File: src/rtl/countdown_timer_bcd_if.sv
`default_nettype none
// ============================================================================
// Module   : countdown_timer_bcd_if
// Purpose  : Control/status bundle between the push-button front end, the
//            BCD countdown timer and the display drivers.
// Revision : 1.0 - initial release
// ----------------------------------------------------------------------------
// Signals (DIGITS = number of BCD digits):
//   start_pulse  master->slave  1         start/pause toggle (one cycle)
//   load         master->slave  1         preset load strobe
//   load_value   master->slave  4*DIGITS  packed BCD preset
//   count        slave->master  4*DIGITS  current packed BCD value
//   running      slave->master  1         timer is counting
//   expired      slave->master  1         expiry indication
//   led          slave->master  16        LED bank
// ============================================================================
interface countdown_timer_bcd_if #(
  parameter int DIGITS = 2
);
  logic                  start_pulse;
  logic                  load;
  logic [4*DIGITS-1:0]   load_value;
  logic [4*DIGITS-1:0]   count;
  logic                  running;
  logic                  expired;
  logic [15:0]           led;

  modport master (
    output start_pulse,
    output load,
    output load_value,
    input  count,
    input  running,
    input  expired,
    input  led
  );

  modport slave (
    input  start_pulse,
    input  load,
    input  load_value,
    output count,
    output running,
    output expired,
    output led
  );
endinterface
`default_nettype wire

File: src/rtl/countdown_timer_bcd.sv
`default_nettype none
// ============================================================================
// Module   : countdown_timer_bcd
// Purpose  : Single-clock BCD countdown timer with start/pause/resume and
//            runtime preset loading. An internal prescaler divides clk by
//            TICK_DIV to produce the count tick.
// Revision : 1.0 - initial release
// ----------------------------------------------------------------------------
// Ports:
//   clk    in   system clock
//   rst_p  in   asynchronous active-high reset
//   bus    slave modport of countdown_timer_bcd_if
//            start_pulse, load, load_value  (in)
//            count, running, expired, led   (out)
// Parameters:
//   DIGITS      number of BCD digits (1..8)
//   INIT_VALUE  packed BCD reset preset (every nibble <= 9)
//   TICK_DIV    clk cycles per count tick (>= 1)
// Build option:
//   AUTO_RELOAD_EN  when defined, reaching zero in RUN reloads the preset,
//                   stays in RUN and pulses expired for one cycle.
// ============================================================================
module countdown_timer_bcd #(
  parameter int                  DIGITS     = 2,
  parameter logic [4*DIGITS-1:0] INIT_VALUE = 8'h30,
  parameter int                  TICK_DIV   = 100
) (
  input  wire logic            clk,
  input  wire logic            rst_p,
  countdown_timer_bcd_if.slave bus
);

  localparam int               c_W        = 4 * DIGITS;
  localparam int               c_PW       = (TICK_DIV > 1) ? $clog2(TICK_DIV) : 1;
  localparam logic [c_PW-1:0]  c_TICK_MAX = c_PW'(TICK_DIV - 1);
  localparam logic [c_W-1:0]   c_ONE      = c_W'(1);

  typedef enum logic [1:0] {
    S_IDLE  = 2'd0,
    S_RUN   = 2'd1,
    S_PAUSE = 2'd2,
    S_DONE  = 2'd3
  } state_t;

  state_t            r_state;
  state_t            w_state_nxt;
  logic [c_W-1:0]    r_preset;
  logic [c_W-1:0]    w_preset_nxt;
  logic [c_W-1:0]    r_count;
  logic [c_W-1:0]    w_count_nxt;
  logic [c_PW-1:0]   r_presc;
  logic [c_PW-1:0]   w_presc_nxt;
  logic              r_running;
  logic              r_expired;
  logic [15:0]       r_led;
  logic              w_reload;

  logic              w_tick;
  logic              w_count_zero;
  logic              w_count_one;
  logic [c_W-1:0]    w_count_dec;
  logic [c_W-1:0]    w_load_sat;
  // w_borrow[i] = all digits below i are zero; the top bit therefore
  // doubles as the whole-count-is-zero flag.
  logic [DIGITS:0]   w_borrow;

  assign w_borrow[0]  = 1'b1;
  assign w_count_zero = w_borrow[DIGITS];
  assign w_count_one  = (r_count == c_ONE);
  assign w_tick       = (r_state == S_RUN) && (r_presc == c_TICK_MAX);

  // Per-digit BCD decrement with borrow chain, and load-value saturation.
  for (genvar gi = 0; gi < DIGITS; gi++) begin : g_digit
    logic [3:0] w_dig;
    logic [3:0] w_ld;

    assign w_dig = r_count[4*gi +: 4];
    assign w_ld  = bus.load_value[4*gi +: 4];

    assign w_count_dec[4*gi +: 4] = !w_borrow[gi]   ? w_dig :
                                    (w_dig == 4'd0) ? 4'd9  :
                                                      (w_dig - 4'd1);
    assign w_borrow[gi+1]         = w_borrow[gi] & (w_dig == 4'd0);
    assign w_load_sat[4*gi +: 4]  = (w_ld > 4'd9) ? 4'd9 : w_ld;
  end

  // --------------------------------------------------------------------------
  // State / datapath registers
  // --------------------------------------------------------------------------
  always_ff @(posedge clk or posedge rst_p) begin
    if (rst_p) begin
      r_state   <= S_IDLE;
      r_preset  <= INIT_VALUE;
      r_count   <= INIT_VALUE;
      r_presc   <= '0;
      r_running <= 1'b0;
      r_expired <= 1'b0;
      r_led     <= 16'h0000;
    end else begin
      r_state   <= w_state_nxt;
      r_preset  <= w_preset_nxt;
      r_count   <= w_count_nxt;
      r_presc   <= w_presc_nxt;
      // Status outputs follow the state being entered so they line up with
      // r_state on every edge.
      r_running <= (w_state_nxt == S_RUN);
`ifdef AUTO_RELOAD_EN
      r_expired <= (w_state_nxt == S_DONE) || w_reload;
      r_led     <= 16'h0000;
`else
      r_expired <= (w_state_nxt == S_DONE) || w_reload;
      r_led     <= (w_state_nxt == S_DONE) ? 16'hFFFF : 16'h0000;
`endif
    end
  end

  // --------------------------------------------------------------------------
  // Next-state / datapath logic
  // --------------------------------------------------------------------------
  always_comb begin
    w_state_nxt  = r_state;
    w_preset_nxt = r_preset;
    w_count_nxt  = r_count;
    w_reload     = 1'b0;

    // Prescaler runs only in RUN, is frozen in PAUSE, cleared elsewhere.
    case (r_state)
      S_RUN:   w_presc_nxt = w_tick ? '0 : (r_presc + c_PW'(1));
      S_PAUSE: w_presc_nxt = r_presc;
      default: w_presc_nxt = '0;
    endcase

    if (bus.load) begin
      w_preset_nxt = w_load_sat;
      w_count_nxt  = w_load_sat;
      w_presc_nxt  = '0;
      w_state_nxt  = S_IDLE;
    end else begin
      case (r_state)
        S_IDLE: begin
          if (bus.start_pulse) begin
            w_state_nxt = w_count_zero ? S_DONE : S_RUN;
          end
        end

        S_RUN: begin
          // The zero guard keeps the count from ever wrapping to all nines.
          if (w_tick && !w_count_zero) begin
            if (w_count_one) begin
`ifdef AUTO_RELOAD_EN
              w_count_nxt = r_preset;
              w_reload    = 1'b1;
`else
              w_count_nxt = '0;
              w_state_nxt = S_DONE;
`endif
            end else begin
              w_count_nxt = w_count_dec;
            end
          end
          // Expiry wins over a simultaneous pause request.
          if (bus.start_pulse && (w_state_nxt == S_RUN)) begin
            w_state_nxt = S_PAUSE;
          end
        end

        S_PAUSE: begin
          if (bus.start_pulse) begin
            w_state_nxt = S_RUN;
          end
        end

        S_DONE: begin
          if (bus.start_pulse) begin
            w_count_nxt = r_preset;
            w_state_nxt = S_IDLE;
          end
        end

        default: w_state_nxt = S_IDLE;
      endcase
    end
  end

  assign bus.count   = r_count;
  assign bus.running = r_running;
  assign bus.expired = r_expired;
  assign bus.led     = r_led;

endmodule
`default_nettype wire
File: src/flat_wrapper.sv
// flat-port wrapper written by rule: the top's interface ports become plain ports
module countdown_timer_bcd_flat 
#(
  parameter int                  DIGITS     = 2,
  parameter logic [4*DIGITS-1:0] INIT_VALUE = 8'h30,
  parameter int                  TICK_DIV   = 100
)
  (clk, rst_p, bus_start_pulse, bus_load, bus_load_value, bus_count, bus_running, bus_expired, bus_led);
  countdown_timer_bcd_if #(.DIGITS(DIGITS)) bus_i ();
  input  wire logic clk;
  input  wire logic rst_p;
  input wire logic [$bits(bus_i.start_pulse)-1:0] bus_start_pulse;
  input wire logic [$bits(bus_i.load)-1:0] bus_load;
  input wire logic [$bits(bus_i.load_value)-1:0] bus_load_value;
  output wire logic [$bits(bus_i.count)-1:0] bus_count;
  output wire logic [$bits(bus_i.running)-1:0] bus_running;
  output wire logic [$bits(bus_i.expired)-1:0] bus_expired;
  output wire logic [$bits(bus_i.led)-1:0] bus_led;
  assign bus_i.start_pulse = bus_start_pulse;
  assign bus_i.load = bus_load;
  assign bus_i.load_value = bus_load_value;
  assign bus_count = bus_i.count;
  assign bus_running = bus_i.running;
  assign bus_expired = bus_i.expired;
  assign bus_led = bus_i.led;
  countdown_timer_bcd #(.DIGITS(DIGITS), .INIT_VALUE(INIT_VALUE), .TICK_DIV(TICK_DIV)) u_core (.clk(clk), .rst_p(rst_p), .bus(bus_i));
endmodule
File: config.mk
export PLATFORM = sky130hd
export DESIGN_NAME = countdown_timer_bcd_flat
export DESIGN_NICKNAME = d
export VERILOG_FILES = /design/src/rtl/countdown_timer_bcd_if.sv /design/src/rtl/countdown_timer_bcd.sv /design/src/flat_wrapper.sv
export SDC_FILE = /design/constraint.sdc
export NUM_CORES = 1
export LEC_CHECK = 0
export CAP_MARGIN = 30
export CORE_MARGIN = 4
export CORE_UTILIZATION = 45
export CTS_CLUSTER_SIZE = 8
export DETAILED_ROUTE_END_ITERATION = 10
export PLACE_DENSITY = 0.81
export REMOVE_ABC_BUFFERS = 1
export SYNTH_ARGS = -nofsm -noshare
export SYNTH_HDL_FRONTEND = slang
export SYNTH_SLANG_ARGS = --single-unit
File: constraint.sdc
create_clock -name clk -period 2.3 [get_ports clk]
set_input_delay 0.46 -clock clk [delete_from_list [all_inputs] [get_ports clk]]
set_output_delay 0.46 -clock clk [all_outputs]
set_load 0.01 [all_outputs]
==> results of run 1 <==
## worst paths after layout
check	from	end	slack (ns)	cells past startpoint
max in group asynchronous	rst_p	u_core.bus.count[3]$_DFFE_PP0P_	1.27	3
worst max register to register	u_core.bus.count[4]$_DFFE_PP1P_	u_core.bus.count[4]$_DFFE_PP1P_	0.11	7
worst max-delay path	u_core.bus.count[4]$_DFFE_PP1P_	u_core.bus.count[4]$_DFFE_PP1P_	0.11	7
worst min register to register	u_core.r_preset[5]$_DFFE_PP1P_	u_core.r_preset[5]$_DFFE_PP1P_	0.48	2
worst min-delay path	rst_p	u_core.bus.count[6]$_DFFE_PP0P_	0.47	2
min in group clk	u_core.r_preset[5]$_DFFE_PP1P_	u_core.r_preset[5]$_DFFE_PP1P_	0.48	2
## power breakdown
part	leakage [nW]	internal [mW]	switching, mW	total (mW)
Combinational	0.511	0.152	0.131	0.283
Clock	0.0228	0.124	0.150	0.274
Sequential	0.339	0.517	0.0529	0.570
Total	0.873	0.793	0.333	1.13
## worst max-delay path, cell delays in order (launching register included)
cell and delay, ns:
dfstp_2 0.57, inv_1 0.08, ha_1 0.22, nor3b_2 0.17
a2111o_2 0.49, a22oi_4 0.24, mux2i_1 0.10, mux2_2 0.26
## state kept, by name (all words and copies together) (netlist names)
| register | cells |
|---|---|
| u_core.bus.count | 8 |
| u_core.r_preset | 8 |
| u_core.r_presc | 7 |
| u_core.r_state | 2 |
| u_core.bus.led | 1 |
| u_core.bus.running | 1 |
## placed cells by master (no fill, tap or decap), drive strengths merged, types with 2 or more instances in the layout
cell type and count:
nor3b 5, nand2 22, a21oi 5, xnor2 2, inv 14, mux2 4, buf 8, dfstp 4
o31ai 6, nand2b 7, clkdlybuf4s50 37, nor2b 3, o21ba 2, ha 6, and3 2, mux2i 2
nand3 8, a22oi 2, nor2 11, o311a 3, clkbuf 4, dfrtp 23, nor3 2, nand3b 5
a31oi 5, o21ai 17
## synth_stat cells, types with 2 or more instances
| library cell | number |
|---|---|
| nand3_1 | 8 |
| dfstp_2 | 4 |
| mux2i_1 | 2 |
| nor3_1 | 2 |
| o21ba_2 | 2 |
| nor2b_1 | 3 |
| inv_1 | 14 |
| a31oi_1 | 5 |
| buf_4 | 16 |
| dfrtp_1 | 23 |
| and3_1 | 2 |
| o21ai_0 | 17 |
| nor3b_2 | 2 |
| xnor2_1 | 2 |
| nor3b_1 | 3 |
| nand2_1 | 22 |
| a21oi_1 | 5 |
| mux2_2 | 4 |
| nand3b_1 | 5 |
| ha_1 | 6 |
| nand2b_1 | 7 |
| o311a_1 | 2 |
| o31ai_1 | 6 |
| clkbuf_1 | 6 |
| nor2_1 | 11 |
## area by class of cell
cell class | instances | area, um2 | share of cell area
Clock buffer | 4 | 45.0 | 0.0207
Inverter | 14 | 52.6 | 0.0241
Multi-Input combinational cell | 134 | 900 | 0.413
Sequential cell | 27 | 681 | 0.312
Tap cell | 48 | 60.1 | 0.0275
Timing Repair Buffer | 45 | 443 | 0.203
## layer usage
layer / vias up / GRT usage / part of all wire
met5: - / 0 / 0
met4: 0 / 0.0605 / 0.015
met3: 6 / 0.0256 / 0.068
met2: 59 / 0.255 / 0.47
met1: 713 / 0.208 / 0.44
li1: 734 / - / -
## logic make-up (layout without fill, tap and decap cells)
group | Yosys count | after routing
AOI/OAI and AO/OA | 49 | 49
xor gates and xnor gates | 3 | 3
adders and majority gates | 6 | 6
buffers and inverters | 37 | 63
DFF | 27 | 27
muxes | 6 | 6
and+or+nand+nor | 70 | 70
## through the flow
| step | power [mW] | utilization | hold slack (ns) |
|---|---|---|---|
| after floorplan | 0.723 | - | 0.448 |
| after global placement | 0.852 | 0.571 | 0.460 |
| after detailed placement | 0.860 | 0.571 | 0.469 |
| after CTS | 1.13 | 0.583 | 0.485 |
| after global routing | 1.18 | 0.583 | 0.511 |
| final | 1.13 | 0.583 | 0.471 |
==> metrics.cfg, run 1 <==
[sta]
totalNegativeSetupSlack_ns = 0
post-route-period-util = 0.950
setup_repair_after_global_routing_missed_its_margin = no
final_max_slew_viol_count = 0
setup_viol = 0
slew_margin_rel = 0.544
period_minus_ws_final_ns = 2.19
max_freq_mhz = 457
worst_slew_pin_slew_ns = 0.677
postLayoutSetupSlackWorst_ns = 0.114
report.final.hold_viol_count = 0
finClkSkew_ns = 0.00587

[logic_synthesis]
post_syn_instances = 198
number_of_distinct_library_cells_after_synthesis = 44
combinational_family_with_the_most_area_after_synthesis = simple AND/OR/NAND/NOR gates
post_synth_xor_area_fraction = 0.0148
synth_top_cell_area_share = 0.323
netlist.top_cell.by_area = dfrtp_1
share_of_synthesized_flip_flops_with_an_asynchronous_set_or_reset = 1.00
synth-main-ff-cell = dfrtp_1
ys_warn_count = 0
number_of_enable_flip_flop_cells_after_synthesis = 0
synth-adder-area-share = 0.0422
synth_simple_gate_area_share = 0.219
synth.top_cells.by_area = dfrtp_1, buf_4, dfstp_2
synth-compound-area-share = 0.193
post_synth_mux_area_share = 0.0366
sequential_area_share_after_synthesis = 0.383
ys_ff_latch = 27
syn-cell-area_um2 = 1780
syn_avg_cell_area_um2 = 8.99

[worst_setup_path]
start_kind = flop
setup.worst_path.end_class = flop
timing.critical_path.required_ns = 2.51
critPathArrivalTime_ns = 2.40
worstPathMaxFanout = 5
critPathKind = flop to flop

[clock_tree]
cts.root.buffer_cell = clkbuf_8
clk_path_buf_depth = 2
numCtsBuffers = 3
cts.reportedPaths.clkPinSlew_ns = 0.09
cts_setup_buffers = 0
cts.sinks = 27
cts_tree = yes
htree_num_levels = 1
cts_hold_buffers = 0
post_cts_resized = 0
insertion_delay_ns = 0.27

[die]
chipWidth_um = 70.9
floorplan.initialDensity = 0.475
std_cell_rows = 22
pin_count = 38
core_region_area_um2 = 3740
design.die.area_um2 = 5020
fp.dieH_um = 70.9

[final_layout]
final_layout_size_suffix_gt1_frac = 0.125
final_design_area_no_fill_um2 = 2180
insertedDiodeCount = 0
layout-area-overhead-vs-synth_pct = 22.6
nets = 243
fill_cells = 334
instances_no_fill = 272

[drt]
drt_pass1_iterations = 4
via_count = 1512
drt-initial-drc-count = 89
drt.antenna.violating_nets = 0
viasPerCell = 5.56
wire_per_inst_um = 14.1
wirelength_um = 3830
remaining_drc_errors = 0

[global_routing]
initial_antenna_violation_count = 0
grt_pass1_vias = 1408
track_usage = 0.156
gr-total-overflow = 0
pin_count_of_the_biggest_net_entering_global_routing = 22
grt_pass1_wl_um = 6410

[run]
max_cap_viol_count = 0

[power_and_ir_drop]
power.ir.vdd_worst_uv = 368
static_leakage_nw = 0.873
cellPowerDensity_nw_per_um2 = 517

[place]
cell_area_placed_um2 = 2140
preCtsSetupSlack_ns = 0.0623
dp.cells = 268
portbufs = 37
place.detailed.hpwl_um = 2920
gp_congestion = 0.826

[run_status]
status = completed

[min_path]
hp-class = input pin to asynchronous set/reset pin

(Power assumes the default switching activity.)
==> run 2: changes to the inputs <==
--- a/config.mk
+++ b/config.mk
@@ -12,6 +12,7 @@
 export DETAILED_ROUTE_END_ITERATION = 10
 export PLACE_DENSITY = 0.81
 export REMOVE_ABC_BUFFERS = 1
+export SLEW_MARGIN = 30
 export SYNTH_ARGS = -nofsm -noshare
 export SYNTH_HDL_FRONTEND = slang
 export SYNTH_SLANG_ARGS = --single-unit
==> results of run 2 <==
Same layout as run 1: the final DEF is identical, and so are final timing and power.
